`src/rtl/simple_des_decrypt_11_pkg.sv`:
```
// Shared definitions for the simplified-DES receive block: FSM encoding,
// key-schedule defaults and the bit-permutation helpers.
package simple_des_decrypt_11_pkg;

    localparam logic [1:0] KEY_PREFIX_DEF = 2'b11;
    localparam int unsigned ROT1_DEF      = 1;
    localparam int unsigned ROT2_DEF      = 3;

    typedef enum logic [2:0] {
        IDLE   = 3'b000,
        KEYGEN = 3'b001,
        ROUND1 = 3'b010,
        ROUND2 = 3'b011,
        DONE   = 3'b100
    } state_t;

    // Nibble swap; it is its own inverse, so it also serves as IP_inv.
    function automatic logic [7:0] ip8(input logic [7:0] x);
        return {x[3:0], x[7:4]};
    endfunction

    function automatic logic [3:0] p4(input logic [3:0] x);
        return {x[0], x[3], x[1], x[2]};
    endfunction

    // Left rotate within 10 bits: shift a doubled copy and keep the top half.
    function automatic logic [9:0] rotl10(input logic [9:0] x, input int unsigned n);
        logic [19:0] d;
        d = {x, x} << n;
        return d[19:10];
    endfunction

endpackage

```
`src/rtl/simple_des_decrypt_11_if.sv`:
```
// Word-in / plaintext-out handshake bundle for the decryptor.
interface simple_des_decrypt_11_if;
    logic        in_valid;
    logic        in_ready;
    logic [15:0] in_signal;
    logic        out_valid;
    logic        out_ready;
    logic [7:0]  out_signal;

    modport slave (
        input  in_valid, in_signal, out_ready,
        output in_ready, out_valid, out_signal
    );

    modport master (
        output in_valid, in_signal, out_ready,
        input  in_ready, out_valid, out_signal
    );
endinterface

```
`src/rtl/simple_des_decrypt_11_round.sv`:
```
// One Feistel round fK: left half is mixed with F(R,K), right half passes.
module sdes_round_11
    import simple_des_decrypt_11_pkg::*;
(
    input  logic [3:0] i_l,
    input  logic [3:0] i_r,
    input  logic [7:0] i_k,
    output logic [3:0] o_l,
    output logic [3:0] o_r
);
    logic [3:0] w_f;

    // F folds both key nibbles onto R before the P4 permutation.
    always_comb begin
        w_f = p4(i_r ^ i_k[3:0] ^ i_k[7:4]);
        o_l = i_l ^ w_f;
        o_r = i_r;
    end
endmodule

```
`src/rtl/simple_des_decrypt_11.sv`:
```
// Two-round simplified-DES decryptor, one word in flight at a time.
module simple_des_decrypt_11
    import simple_des_decrypt_11_pkg::*;
#(
    parameter logic [1:0]  KEY_PREFIX = KEY_PREFIX_DEF,
    parameter int unsigned ROT1       = ROT1_DEF,
    parameter int unsigned ROT2       = ROT2_DEF
) (
    input  logic                    clk,
    input  logic                    reset,
    simple_des_decrypt_11_if.slave  bus
);
    state_t     r_state;
    state_t     w_next;
    logic [7:0] r_cipher;
    logic [7:0] r_key8;
    logic [7:0] r_k1;
    logic [7:0] r_k2;
    logic [3:0] r_l;
    logic [3:0] r_r;
    logic [7:0] r_out;

    logic [9:0] w_key10;
    logic [7:0] w_ip;
    logic [3:0] w_r1_l, w_r1_r;
    logic [3:0] w_r2_l, w_r2_r;
    logic       w_in_ready;
    logic       w_out_valid;

    assign w_key10 = {KEY_PREFIX, r_key8};
    assign w_ip    = ip8(r_cipher);

    // Keys are applied in reverse order: K2 in the first round, K1 in the second.
    sdes_round_11 u_round1 (
        .i_l (w_ip[7:4]),
        .i_r (w_ip[3:0]),
        .i_k (r_k2),
        .o_l (w_r1_l),
        .o_r (w_r1_r)
    );

    sdes_round_11 u_round2 (
        .i_l (r_l),
        .i_r (r_r),
        .i_k (r_k1),
        .o_l (w_r2_l),
        .o_r (w_r2_r)
    );

    // State register.
    always_ff @(posedge clk) begin
        if (reset) r_state <= IDLE;
        else       r_state <= w_next;
    end

    // Next-state and handshake outputs.
    always_comb begin
        w_next      = r_state;
        w_in_ready  = 1'b0;
        w_out_valid = 1'b0;
        case (r_state)
            IDLE: begin
                w_in_ready = 1'b1;
                if (bus.in_valid) w_next = KEYGEN;
            end
            KEYGEN: w_next = ROUND1;
            ROUND1: w_next = ROUND2;
            ROUND2: w_next = DONE;
            DONE: begin
                w_out_valid = 1'b1;
                if (bus.out_ready) w_next = IDLE;
            end
            default: w_next = IDLE;
        endcase
    end

    // Datapath registers, each written only in the state that owns it.
    always_ff @(posedge clk) begin
        if (reset) begin
            r_cipher <= '0;
            r_key8   <= '0;
            r_k1     <= '0;
            r_k2     <= '0;
            r_l      <= '0;
            r_r      <= '0;
            r_out    <= '0;
        end else begin
            case (r_state)
                IDLE: if (bus.in_valid) begin
                    r_key8   <= bus.in_signal[15:8];
                    r_cipher <= bus.in_signal[7:0];
                end
                KEYGEN: begin
                    r_k1 <= 8'(rotl10(w_key10, ROT1));
                    r_k2 <= 8'(rotl10(w_key10, ROT2));
                end
                ROUND1: begin
                    // Swap halves between the rounds.
                    r_l <= w_r1_r;
                    r_r <= w_r1_l;
                end
                ROUND2: r_out <= ip8({w_r2_l, w_r2_r});
                default: ;
            endcase
        end
    end

    assign bus.in_ready   = w_in_ready;
    assign bus.out_valid  = w_out_valid;
    assign bus.out_signal = r_out;
endmodule

```
`src/flat_wrapper.sv`:
```
// flat-port wrapper written by rule: the top's interface ports become plain ports
module simple_des_decrypt_11_flat import simple_des_decrypt_11_pkg::*;
#(
    parameter logic [1:0]  KEY_PREFIX = KEY_PREFIX_DEF,
    parameter int unsigned ROT1       = ROT1_DEF,
    parameter int unsigned ROT2       = ROT2_DEF
)
  (clk, reset, bus_in_valid, bus_in_signal, bus_out_ready, bus_in_ready, bus_out_valid, bus_out_signal);
  simple_des_decrypt_11_if bus_i ();
  input  logic clk;
  input  logic reset;
  input wire logic [$bits(bus_i.in_valid)-1:0] bus_in_valid;
  input wire logic [$bits(bus_i.in_signal)-1:0] bus_in_signal;
  input wire logic [$bits(bus_i.out_ready)-1:0] bus_out_ready;
  output wire logic [$bits(bus_i.in_ready)-1:0] bus_in_ready;
  output wire logic [$bits(bus_i.out_valid)-1:0] bus_out_valid;
  output wire logic [$bits(bus_i.out_signal)-1:0] bus_out_signal;
  assign bus_i.in_valid = bus_in_valid;
  assign bus_i.in_signal = bus_in_signal;
  assign bus_i.out_ready = bus_out_ready;
  assign bus_in_ready = bus_i.in_ready;
  assign bus_out_valid = bus_i.out_valid;
  assign bus_out_signal = bus_i.out_signal;
  simple_des_decrypt_11 #(.KEY_PREFIX(KEY_PREFIX), .ROT1(ROT1), .ROT2(ROT2)) u_core (.clk(clk), .reset(reset), .bus(bus_i));
endmodule
```
`config.mk`:
```
export PLATFORM = sky130hd
export DESIGN_NAME = simple_des_decrypt_11_flat
export DESIGN_NICKNAME = d
export VERILOG_FILES = /design/src/rtl/simple_des_decrypt_11_pkg.sv /design/src/rtl/simple_des_decrypt_11_if.sv /design/src/rtl/simple_des_decrypt_11_round.sv /design/src/rtl/simple_des_decrypt_11.sv /design/src/flat_wrapper.sv
export SDC_FILE = /design/constraint.sdc
export NUM_CORES = 1
export LEC_CHECK = 0
export ABC_AREA = 1
export CAP_MARGIN = 0
export CORE_MARGIN = 2
export CORE_UTILIZATION = 23
export DETAILED_ROUTE_END_ITERATION = 16
export GPL_TIMING_DRIVEN = 0
export PLACE_DENSITY = 0.47
export SETUP_SLACK_MARGIN = 0.02
export SYNTH_ARGS = -nofsm -noshare
export SYNTH_HDL_FRONTEND = slang
export SYNTH_SLANG_ARGS = --single-unit
```
`constraint.sdc`:
```
create_clock -name clk -period 1.85 [get_ports clk]
set_input_delay 0.37 -clock clk [delete_from_list [all_inputs] [get_ports clk]]
set_output_delay 0.37 -clock clk [all_outputs]
set_load 0.02 [all_outputs]
```
==> impl_metrics.ini <==
[clock_network]
cts_buffers = 5
cts_tree = built
clkTransAtPathRegs_ns = 0.09
insertion_delay_ns = 0.30
cts_sinks = 44
clock_path_buffers = 2
cts_root_buf = clkbuf_8
htreeDepth = 2

[setup_path]
path_depth = 3
endpoint_kind = output port
critPathSlowestCell = dfxtp_1
critPathMaxFanout = 3
crit_buf_inv = 2
critPathKind = flop to output port
path_cells = inv_1 -> nor3_1 -> dlygate4sd2_1
cp.required_ns = 1.48
reg2reg_depth = 7
critPathLaunchType = flop
slowest_delay_ns = 0.40
crit_arrival_ns = 1.33
critical-path-top-delay-family = buffers and inverters

[synth]
synth_top_area_frac = 0.405
ys_ff_latch = 44
yosysTopAreaCell = dfxtp_1
netlist_instances = 324
yosys_warnings = 0
syn-num-nets = 344
ys_seq_area_frac = 0.405
syn_area_mm2 = 0.00218
synthDistinctLibCells = 20
synthTopCellsByArea = dfxtp_1 (40%), nand2_1 (19%), inv_1 (7.6%)
synth.avg_cell_area_um2 = 6.72

[place]
hpwlAfterDp_mm = 3.90
gp_congestion = 0.801
io_buffer_count = 27
pre_cts_slack_ns = 0.0179
place_area_mm2 = 0.00258

[floorplan]
die_w_um = 101
io_pins = 30
rows = 35
core_area_mm2 = 0.00920
initial_core_util = 0.237
dieArea_mm2 = 0.0103
die_y_um = 101

[hold_path]
min_path_cells = 4
hold_path_class = input pin to flop

[sta]
grt_setup_unrepaired = no
tightest_slew_ns = 0.654
period_needed_ns = 1.70
finalCritPeriodShare = 0.918
drv_slew = 0
finalSetupViolCount = 0
slew_headroom = 0.564
clock.fmax_ghz = 0.589
timing.hold.ws_ns = 0.417
clock_skew_ns = 0.00744
fin_ws_ns = 0.152
tns_ns = 0
hold_violations = 0

[pwr]
ir_drop_v = 0.000311
combPwrFrac = 0.244
clockPowerShare = 0.303
leakagePower_uw = 0.00120
powerDensity_mw_per_mm2 = 920
p_int_uw = 1690
sw_frac_of_total = 0.320
power_switching_uw = 792
seqPwrFrac = 0.453

[global_route]
grt_overflow = 0
grt_max_degree = 15
grt_pass1_vias = 1819
track_usage = 0.107
antenna_found_initial = 0
grt_pass1_wl_mm = 8.64

[detailed_routing]
drt_iter0_drc = 71
viasPerCell = 4.19
dr_total_vias = 1968
wl_mm = 5.11
drc_errors = 0
drtAntennaViolNets = 0
wire_per_inst_um = 10.9
drt-pass1-iter-count = 4

[layout]
final_area_mm2 = 0.00269
diodes = 0
utilization = 0.293
syn2layout_area_growth_pct = 23.8
drive_gt1_frac = 0.131
nets = 378

[flow_run]
drv_cap = 0

[run_status]
status = complete, no violations
-- final cells by class --
| type | count | area [um^2] |
|---|---|---|
| multi-input combinational | 222 | 1040 |
| inverter | 47 | 179 |
| clock buffer | 5 | 68.8 |
| tap | 111 | 139 |
| timing repair buffer | 27 | 264 |
| fill | 1037 | 6500 |
| buffer | 11 | 76.3 |
| clock inverter | 3 | 42.5 |
| sequential | 44 | 883 |
-- sequential cells by signal, indices dropped and copies added (netlist names) --
name	flops
u_core.r_state	3
u_core.r_cipher	8
u_core.r_key8	8
u_core.r_k2	6
u_core.r_l	4
u_core.r_r	4
u_core.r_k1	3
u_core.bus.out_signal	8
-- synthesized netlist by cell type --
cell	count
nand2_1	112
dfxtp_1	44
inv_1	44
a21oi_1	30
nor2_1	24
nand3_1	16
o21ai_0	15
nand3_2	10
a21oi_2	9
buf_2	4
buf_4	3
clkbuf_1	2
inv_2	2
nand2_2	2
o21ai_2	2
buf_6	1
buf_8	1
clkinv_2	1
nor2_4	1
nor3_1	1
-- stage by stage --
stage / power, uW / instances
final: 2480 / 470
after floorplan: 1570 / 324
after CTS: 2510 / 470
after global routing: 2650 / 470
after global placement: 1750 / 462
after detailed placement: 1760 / 462
-- final timing paths --
check | to | slack, ns | start
worst max-delay path | bus_out_valid | 0.15 | u_core.r_state[2]
worst min-delay path | u_core.r_r[2] | 0.42 | reset
worst max register to register | u_core.bus.out_signal[1] | 0.68 | u_core.r_state[2]
worst min register to register | u_core.r_key8[7] | 0.47 | u_core.r_key8[7]
-- logic make-up (layout without fill, tap and decap cells) --
| family | after synthesis | count (layout) | share of synthesized area |
|---|---|---|---|
| buffers and inverters | 58 | 93 | 0.117 |
| flip-flops | 44 | 44 | 0.405 |
| AO/OA/AOI/OAI | 56 | 56 | 0.148 |
| AND/OR/NAND/NOR | 166 | 166 | 0.331 |
-- repair_timing --
item / in CTS / in global routing
hold buffers: 0 / 0
gates cloned: 0 / 0
setup endpoints to repair: 2 / 1
buffers inserted: 0 / 0
resized for setup: 6 / 2
-- cell usage in the layout, fill, tap and decap left out, types with 2 or more instances in the layout --
cell type | netlist | final
dfxtp_2 | 0 | 2
nand3_2 | 10 | 10
buf_4 | 3 | 3
inv_2 | 2 | 2
nand3_1 | 16 | 16
clkbuf_8 | 0 | 5
a21oi_2 | 9 | 9
inv_1 | 44 | 44
dfxtp_1 | 44 | 42
o21ai_2 | 2 | 2
nand2_1 | 112 | 112
nand2_2 | 2 | 2
a21oi_1 | 30 | 30
buf_2 | 4 | 5
clkbuf_1 | 2 | 2
o21ai_0 | 15 | 15
nor2_1 | 24 | 24
clkdlybuf4s50_1 | 0 | 25
-- tightest hold or removal path, stage by stage --
cell     delay (ns)
buf_4          0.17
a21oi_1        0.06
nand2_1        0.06
inv_1          0.03
-- layer usage --
layer / share of wire / track usage
met1: 0.51 / 0.146
met3: 0.052 / 0.0242
met2: 0.42 / 0.169
met4: 0.011 / 0.0291
met5: 0 / 0
-- power groups by stage --
stage	logic (uW)	registers (uW)	clock network [uW]
2_1_floorplan	434	1140	0
3_3_place_gp	610	1140	0
3_5_place_dp	614	1140	0
4_1_cts	615	1120	776
5_1_grt	692	1140	814
6_report	605	1120	751
(Power assumes the default switching activity.)
